$ cat src/rtl/apb_req_master.sv
// Upstream APB4 master: turns a valid/ready request into one SETUP/ACCESS transfer
// and holds a single response, with an optional watchdog for slaves that never respond.
module apb_req_master #(
  parameter int unsigned AddrWidth     = 32,
  parameter int unsigned DataWidth     = 32,
  parameter int unsigned TimeoutCycles = 0,
  parameter logic [31:0] TimeoutData   = 32'hDEADBEEF
) (
  input  logic                   clk_i,
  input  logic                   rst_ni,
  input  logic                   req_valid_i,
  output logic                   req_ready_o,
  input  logic [AddrWidth-1:0]   req_addr_i,
  input  logic                   req_write_i,
  input  logic [DataWidth-1:0]   req_wdata_i,
  input  logic [DataWidth/8-1:0] req_strb_i,
  input  logic [2:0]             req_prot_i,
  output logic                   rsp_valid_o,
  input  logic                   rsp_ready_i,
  output logic [DataWidth-1:0]   rsp_rdata_o,
  output logic                   rsp_err_o,
  output logic [AddrWidth-1:0]   paddr_o,
  output logic [2:0]             pprot_o,
  output logic                   psel_o,
  output logic                   penable_o,
  output logic                   pwrite_o,
  output logic [DataWidth-1:0]   pwdata_o,
  output logic [DataWidth/8-1:0] pstrb_o,
  input  logic                   pready_i,
  input  logic [DataWidth-1:0]   prdata_i,
  input  logic                   pslverr_i
);

  localparam int unsigned StrbWidth = DataWidth / 8;
  localparam logic [15:0] TimeoutLast =
      (TimeoutCycles == 0) ? 16'd0 : 16'(TimeoutCycles - 1);
  localparam logic [DataWidth-1:0] TimeoutValue = TimeoutData[DataWidth-1:0];

  typedef enum logic [1:0] {
    IDLE   = 2'd0,
    SETUP  = 2'd1,
    ACCESS = 2'd2,
    RESP   = 2'd3
  } state_t;

  state_t      state_r;
  state_t      state_s;
  logic [15:0] wait_cnt_r;
  logic        timeout_s;

  // The counter holds the number of ACCESS cycles already spent waiting,
  // so it equals N-1 during the N-th ACCESS cycle.
  assign timeout_s   = (TimeoutCycles != 0) && !pready_i && (wait_cnt_r == TimeoutLast);
  assign req_ready_o = rst_ni && (state_r == IDLE);

  // Next-state decode.
  always_comb begin
    state_s = state_r;
    case (state_r)
      IDLE: begin
        if (req_valid_i) state_s = SETUP;
        else             state_s = IDLE;
      end
      SETUP: state_s = ACCESS;
      ACCESS: begin
        if (pready_i || timeout_s) state_s = RESP;
        else                       state_s = ACCESS;
      end
      RESP: begin
        if (rsp_ready_i) state_s = IDLE;
        else             state_s = RESP;
      end
      default: state_s = IDLE;
    endcase
  end

  // State register plus APB/response strobes registered from the next state.
  always_ff @(posedge clk_i) begin
    if (!rst_ni) begin
      state_r     <= IDLE;
      psel_o      <= 1'b0;
      penable_o   <= 1'b0;
      rsp_valid_o <= 1'b0;
    end else begin
      state_r     <= state_s;
      psel_o      <= (state_s == SETUP) || (state_s == ACCESS);
      penable_o   <= (state_s == ACCESS);
      rsp_valid_o <= (state_s == RESP);
    end
  end

  // Request capture, watchdog counter and response capture.
  always_ff @(posedge clk_i) begin
    if (!rst_ni) begin
      paddr_o     <= {AddrWidth{1'b0}};
      pprot_o     <= 3'b000;
      pwrite_o    <= 1'b0;
      pwdata_o    <= {DataWidth{1'b0}};
      pstrb_o     <= {StrbWidth{1'b0}};
      rsp_rdata_o <= {DataWidth{1'b0}};
      rsp_err_o   <= 1'b0;
      wait_cnt_r  <= 16'd0;
    end else begin
      case (state_r)
        IDLE: begin
          if (req_valid_i) begin
            paddr_o  <= req_addr_i;
            pprot_o  <= req_prot_i;
            pwrite_o <= req_write_i;
            pwdata_o <= req_wdata_i;
            pstrb_o  <= req_write_i ? req_strb_i : {StrbWidth{1'b0}};
          end
        end
        SETUP: wait_cnt_r <= 16'd0;
        ACCESS: begin
          if (pready_i) begin
            rsp_rdata_o <= pwrite_o ? {DataWidth{1'b0}} : prdata_i;
            rsp_err_o   <= pslverr_i;
          end else if (timeout_s) begin
            rsp_rdata_o <= pwrite_o ? {DataWidth{1'b0}} : TimeoutValue;
            rsp_err_o   <= 1'b1;
          end else begin
            wait_cnt_r <= wait_cnt_r + 16'd1;
          end
        end
        RESP: begin
        end
        default: begin
        end
      endcase
    end
  end

endmodule

$ cat config.mk
export PLATFORM = sky130hd
export DESIGN_NAME = apb_req_master
export DESIGN_NICKNAME = d
export VERILOG_FILES = /design/src/rtl/apb_req_master.sv
export SDC_FILE = /design/constraint.sdc
export NUM_CORES = 1
export LEC_CHECK = 0
export CORE_ASPECT_RATIO = 0.9
export CORE_MARGIN = 2
export CORE_UTILIZATION = 39
export CTS_BUF_LIST = sky130_fd_sc_hd__clkbuf_16
export CTS_CLUSTER_DIAMETER = 50
export DETAILED_ROUTE_END_ITERATION = 8
export HOLD_SLACK_MARGIN = 0.08
export PLACE_DENSITY = 0.89
export SETUP_SLACK_MARGIN = 0.5
export SYNTH_ARGS = -nofsm -noshare
export SYNTH_HDL_FRONTEND = slang
export SYNTH_SLANG_ARGS = --single-unit
$ cat constraint.sdc
create_clock -name clk_i -period 1.59 [get_ports clk_i]
set_input_delay 0.318 -clock clk_i [delete_from_list [all_inputs] [get_ports clk_i]]
set_output_delay 0.318 -clock clk_i [all_outputs]
set_load 0.1 [all_outputs]
==> reports/qor.txt, run 1 <==
IO Pins - 219
Port Buffers - 218
CTS max path bufs - 2
Initial Util - 40.3%
Die width - 113 µm
Initial antenna violation count - 0
Synth cell types - 20
Syn Inst Count - 491
Post-synth top cells - dfxtp_1 (110), nand3_1 (102), o21ai_0 (91), nand2_1 (73), nand3b_1 (34)
Root buf cell - clkbuf_16
Yosys top cell by area - dfxtp_1
Detailed Place HPWL - 10.7 mm
Largest net degree at the start of global routing - 114
Error - [ERROR DPL-0033] detailed placement checks failed during check placement.
Cell Area, Placed - 0.00805 mm²
Largest cells by area after synthesis - dfxtp_1 (53%), nand3_1 (12%), o21ai_0 (11%)
Syn nets - 603
Die Ht - 102 µm
Total CTS buffers - 9
Warnings, synthesis - 0
Pre-CTS setup slack - -190 ps
GR repair worst EP - pwdata_o[16]$_SDFFE_PN0P_/D
Number of enable flip-flop cells after synthesis - 0
Status - stopped before the end
Syn_area_per_cell - 8.48 µm²
Register bit total from synthesis - 110
Gp weighted congestion - 0.828
Dominant synthesized flop cell - dfxtp_1
Last stage reached - 5_1_grt
Post-synthesis sequential area ratio - 52.9%
Synth top area share - 52.9%
Rows - 35
Htree depth - 3
Synth async-reset ratio - 0%
Clock net sink count - 110
Synthesized area - 0.00417 mm²
Most numerous cell in the Yosys netlist - dfxtp_1
Worst EP kind - register data pin
-- metrics by stage --
step / utilization (%) / instances
after floorplan: - / 491
after global placement: 77.9 / 804
after detailed placement: 77.9 / 804
after CTS: 90.8 / 873
-- cells by family after synthesis --
logic type | count (synthesis) | synth area share (%)
compound gates | 107 | 12.9
fa+ha+maj | 2 | 0.601
buf+inv | 51 | 6.43
flops | 110 | 52.9
mux | 1 | 0.240
simple gates | 220 | 26.9
-- what timing repair did --
item / 4_1_cts
gates cloned: 19
pin swaps: 4
hold buffers: 0
gates resized for setup: 76
buffers inserted: 35
endpoints found under the setup margin: 218
==> inputs of run 2 (changes only) <==
CORE_ASPECT_RATIO = default   (was 0.9)
CORE_UTILIZATION = 25   (was 39)
CTS_BUF_LIST = default   (was sky130_fd_sc_hd__clkbuf_16)
CTS_CLUSTER_DIAMETER = default   (was 50)
HOLD_SLACK_MARGIN = default   (was 0.08)
PLACE_DENSITY = default   (was 0.89)
PLACE_DENSITY_LB_ADDON = 0.15   (was default)
SETUP_SLACK_MARGIN = default   (was 0.5)
==> run 2 against run 1 <==
  * The run now ends clean
  * Synthesized cell count unchanged
  * Synthesized area unchanged
==> reports/qor.txt, run 2 <==
Via density - 4.48
Port Buffers - 218 (unchanged)
Wire length on met2 - 5.59 mm
Filler Cells Inserted - 1457
Area Overhead vs Synth - 93.7%
DRT antenna net count - 0
Rows - 47 (+34%)
Most frequent cells in the layout - buf_12 (118), dfxtp_1 (109), clkdlybuf4s50_1 (108)
Crit path max-delay cell type - dfxtp_1
Setup TNS - 0 ps
Final min period - 1520 ps
Largest stage delay on the critical path - 400 ps
CP Launch Type - flip-flop
Htree depth - 3 (unchanged)
Initial Util - 25.4% (-15 points)
Largest net degree at the start of global routing - 118
Slew HR - 69.7%
Gr usage total - 14.0%
Max Clock Skew - 7.66 ps
# setup viols final - 0
Initial DRC count - 174
Final Max Slew Viols - 0
Register bit total from synthesis - 110 (unchanged)
Synth cell types - 20 (unchanged)
Achievable Freq - 660 MHz
Detailed Place HPWL - 9.36 mm (-12%)
Gp weighted congestion - 0.722 (-13%)
WP data arrival - 1200 ps
RSZ-0062 raised after global routing - false
Number of enable flip-flop cells after synthesis - 0 (unchanged)
Crit path capture type - output pin
Dominant synthesized flop cell - dfxtp_1
Die Area - 0.0177 mm²
Reg area - 0.00221 mm²
Share of cells above drive strength 1 - 21.9%
Worst-path clk slew - 70 ps
Syn Inst Count - 491 (unchanged)
Top Registers - paddr_o: 32 flops, pwdata_o: 32 flops, rsp_rdata_o: 32 flops
Total gr overflow - 0
Max Used Layer - met4
WP buf/inv - 1
Warnings, synthesis - 0 (unchanged)
Pre-CTS setup slack - -89.5 ps (+101 ps)
Yosys top cell by area - dfxtp_1
Final Hold Viols - 0
Post-synth top cells - dfxtp_1 (110), nand3_1 (102), o21ai_0 (91), nand2_1 (73), nand3b_1 (34)
TritonCTS clock tree - yes
Synth top area share - 52.9% (unchanged)
Via count - 4120
Layout Nets - 806
DR WL met3 - 1.52 mm
Initial antenna violation count - 0
WL/cell - 13.9 µm
Die Ht - 133 µm (+30%)
Commonest non-fill, non-tap cell in the layout - buf_12
Drt drc - 0
Max_cap viols - 0
Global-route wire length before repair - 19.8 mm
WL final - 12.7 mm
Critical Path Fanout Max - 7
Hold Buf Count CTS - 0 (unchanged)
CP cell instances - nor3b_4 -> buf_12
Power per Cell Area - 1020 mW/mm²
Synth async-reset ratio - 0% (unchanged)
Met1 wire length - 5.43 mm
Total CTS buffers - 9 (unchanged)
Worst skew pair latency - 350 ps
Root buf cell - clkbuf_16
Area of the multi-input gates - 0.00171 mm²
1st-pass router iterations - 5
Core area - 0.0164 mm²
Most numerous cell in the Yosys netlist - dfxtp_1
Worst vdd ir - 457 µV
WP data required - 1270 ps
Top Family by Delay on Critical Path - flip-flops
Pleak - 2.96 nW
Antenna Diode Count - 0
Clock net sink count - 110 (unchanged)
Largest cells by area after synthesis - dfxtp_1 (53%), nand3_1 (12%), o21ai_0 (11%)
CTS max path bufs - 2 (unchanged)
Syn_area_per_cell - 8.48 µm² (unchanged)
Final period util - 95.3%
Die width - 133 µm (+18%)
Synthesized area - 0.00417 mm² (unchanged)
Vias in the first global route - 3904
Status - finished clean
Worst setup margin - 74.9 ps
CP Class - reg2out
Worst-Margin Slew - 454 ps
Syn nets - 603 (unchanged)
Hold WC Path Type - in2reg
IO Pins - 219 (unchanged)
Post-synthesis sequential area ratio - 52.9% (unchanged)
run 2: cell counts after synthesis:
No cell type changed its count.
run 2: power breakdown:
| part | switching, mW | total (mW) | leakage, nW | internal [mW] |
|---|---|---|---|---|
| Sequential | 0.183 | 3.11 | 0.900 | 2.93 |
| Combinational | 1.67 | 2.77 | 1.92 | 1.10 |
| Clock | 1.07 | 2.35 | 0.141 | 1.28 |
| Total | 2.93 | 8.23 | 2.96 | 5.30 |
run 2: final cells by class:
| type | count | share of cell area (%) |
|---|---|---|
| Clock inverter | 6 | 0.868 |
| Multi-Input combinational cell | 330 | 21.2 |
| Sequential cell | 110 | 27.3 |
| Clock buffer | 10 | 2.96 |
| Timing Repair Buffer | 242 | 44.2 |
| Tap cell | 220 | 3.41 |
| Inverter | 1 | 0.0465 |
run 2: cells by family (layout without fill, tap and decap cells):
group	count (synthesis)	in the layout	share of synthesized area, %
mux	1	1	0.240
fa+ha+maj	2	2	0.601
simple gates	220	220	26.9
buf+inv	51	259	6.43
flops	110	110	52.9
compound gates	107	107	12.9
run 2: path summary, 6_finish.rpt:
kind	from	to	slack (ps)	cells after the start
setup / recovery	state_r[0]	req_ready_o	70	2
hold / removal	rst_ni	pwdata_o[26]	280	3
setup reg to reg	state_r[1]	rsp_valid_o	190	6
hold reg to reg	paddr_o[22]	paddr_o[22]	490	2
run 2: per-layer routing:
layer	GRT usage, %	vias to the layer above
li1	-	2095
met1	16.6	1846
met2	21.6	164
met3	6.97	15
met4	5.50	0
met5	0	-
run 2: what timing repair did:
action / 4_1_cts / 5_1_grt
endpoints found under the setup margin: 1 / 0
gates resized for setup: 2 / 0
buffers inserted: 1 / 0
run 2: stage by stage:
step | hold WS (ps) | area, µm² | instances | power, mW | utilization, %
detailed placement | 478 | 7750 | 903 | 5.96 | 47.3
global route | 284 | 8070 | 919 | 8.54 | 49.2
global placement | 473 | 7750 | 903 | 5.93 | 47.3
finish | 284 | 8070 | 919 | 8.23 | 49.2
CTS | 274 | 8070 | 919 | 8.34 | 49.2
floorplan | 448 | 4200 | 491 | 4.72 | -
run 2: tightest hold or removal path: cells and delay by family:
family	cells	cell delay, ps
compound gates	1	60
buf+inv	1	140
simple gates	1	70
Power figures use the tool's default switching activity.
==> edit: new RTL, flow settings as in run 2 <==
The parameter `DataWidth` goes from 32 to 28.
--- a/src/rtl/apb_req_master.sv
+++ b/src/rtl/apb_req_master.sv
@@ -4,3 +4,3 @@
   parameter int unsigned AddrWidth     = 32,
-  parameter int unsigned DataWidth     = 32,
+  parameter int unsigned DataWidth     = 28,
   parameter int unsigned TimeoutCycles = 0,
Ports: changed (6 resized); port bits go from 219 to 201. No check against the original RTL was run, so the function may have changed too.
==> edit against run 2 <==
- worst setup slack improved by 1.6 ps
- critical path depth unchanged
- sequential power shrank 8.0%
- synthesized cell count decreased by 8.1%
- area after synthesis shrank 8.0%
- wire length down 10%
- die area is 7.7% lower
- sequential cell count is 9 lower
- hold slack better by 29 ps
- global-route usage is 0.067 points higher
- via count down 10%
- power down 5.1%
- cell area fell by 8.4%
==> edit: results (changes against run 2) <==
metric,value,unit,change
run status,finished clean,,unchanged
Synth Net Count,554,,was 603
Synth area leaders,"dfxtp_1, nand3_1, o21ai_1",,"was dfxtp_1, nand3_1, o21ai_0"
post-CTS setup buffers,0,,was 1
fraction of layout cells with a size suffix above 1,21.4,%,was 21.9%
GP Congestion,0.717,,was 0.722
Synth cell types,21,,was 20
Final HPWL DP,8570,microns,was 9360 microns
DRT Pass-1 Iters,6,,was 5
r2r setup slk,240,ps,was 190 ps
fill cell count,1395,,was 1457
initial antenna violation count,0,,unchanged
normalized max-slew margin,77.1,%,was 69.7%
WHS Endpoint,paddr_o[20],,was pwdata_o[26]
worst r2r path cells,6,,unchanged
Total GRT Usage,14.1,%,was 14.0%
worst clock skew,7.80,ps,was 7.66 ps
# resized after CTS,0,,was 2
met3 usage,8.22,%,was 6.97%
Post-synth ARST share,0,%,unchanged
via/cell ratio,4.48,,about the same
Clock transition at path regs,70,ps,about the same
ANT cells,0,,unchanged
Max rail drop VDD,0.679,mV,was 0.457 mV
1st-iter DRT viols,171,,was 174
Yosys Warn Count,0,,unchanged
global-route wire length before repair,18200,microns,was 19800 microns
HP Class,in2reg,,unchanged
RR Endpoint,paddr_o[30],,was rsp_valid_o
sequential-to-total area share from yosys stat,52.8,%,was 52.9%
H-tree lvl count,3,,unchanged
reg2reg start,state_r[1],,unchanged
Routed WL per cell,13.9,microns,about the same
Static Leak,2.73,nW,was 2.96 nW
Synth top cells by count,"dfxtp_1, nand3_1, nand2_1",,"was dfxtp_1, nand3_1, o21ai_0"
prevailing post-synth register cell,dfxtp_1,,unchanged
number of global-route vias before repair,3529,,was 3904
clk root buf,clkbuf_16,,unchanged
Clock Path Buffers,2,,unchanged
hold_sp,rst_ni,,unchanged
PortBufs,200,,was 218
Hold Path Cell Cnt,3,,unchanged
dpl ws,-82.6,ps,was -89.5 ps
GRT met1 Usage,16.4,%,was 16.6%
TritonCTS Buffers,9,,unchanged
Worst-Skew Late Latency,350,ps,about the same
worst hold slack,314,ps,was 284 ps
GRT met2 Usage,22.1,%,was 21.6%
top flop regs,"paddr_o: 32 flops, pwdata_o: 28 flops, rsp_rdata_o: 28 flops",,"was paddr_o: 32 flops, pwdata_o: 32 flops, rsp_rdata_o: 32 flops"
largest net degree at the start of global routing,84,,was 118
Nets,737,,was 806
CP arrival,1200,ps,about the same
==> edit: cells by family after synthesis <==
kind of cell	count (synthesis)	synth area share (%)
simple gates	202	26.8
buf+inv	47	6.66
mux	1	0.261
compound gates	98	12.9
flops	101	52.8
fa+ha+maj	2	0.653
==> edit: final cells by class <==
type / count / area (sq um) / area share [%]
clock buffers: 11 / 243 / 3.28
clock inverters: 5 / 82.6 / 1.12
inverters: 1 / 3.75 / 0.0508
multi-input cells: 303 / 1570 / 21.2
flip-flops and latches: 101 / 2020 / 27.4
well taps: 188 / 235 / 3.18
repair buffers: 218 / 3240 / 43.8
==> edit: through the flow <==
step	setup TNS, ps	instance area [sq um]	instances
after global routing	0	7390	827
after global placement	-714	7070	811
after detailed placement	-1910	7070	811
after floorplan	-210	3870	451
after CTS	0	7390	827
final	0	7390	827
==> edit: metal layers <==
metal / wire, microns / vias to the layer above
met5: 0 / -
met4: 98 / 0
met3: 1370 / 8
met2: 5170 / 140
met1: 4830 / 1643
li1: - / 1917
==> edit: how the worst max path moves through the flow <==
stage | slack [ps] | to | startpoint | cells after the start
detailed placement | -80 | paddr_o[30] | req_valid_i | 6
global route | 3 | req_ready_o | state_r[0] | 2
global placement | -40 | psel_o | req_valid_i | 6
floorplan | -210 | req_ready_o | rst_ni | 4
CTS | 40 | req_ready_o | state_r[0] | 2
finish | 80 | req_ready_o | state_r[0] | 2
==> edit: where the power goes <==
group,switching [W],total (W),internal [W]
clock network,0.000952,0.00238,0.00143
logic,0.00155,0.00256,0.00101
registers,0.000170,0.00286,0.00269
==> edit: worst max-delay path, stage by stage, from the launching register on <==
cell and delay, ps:
dfxtp_1 390, nor3b_4 260, buf_12 200
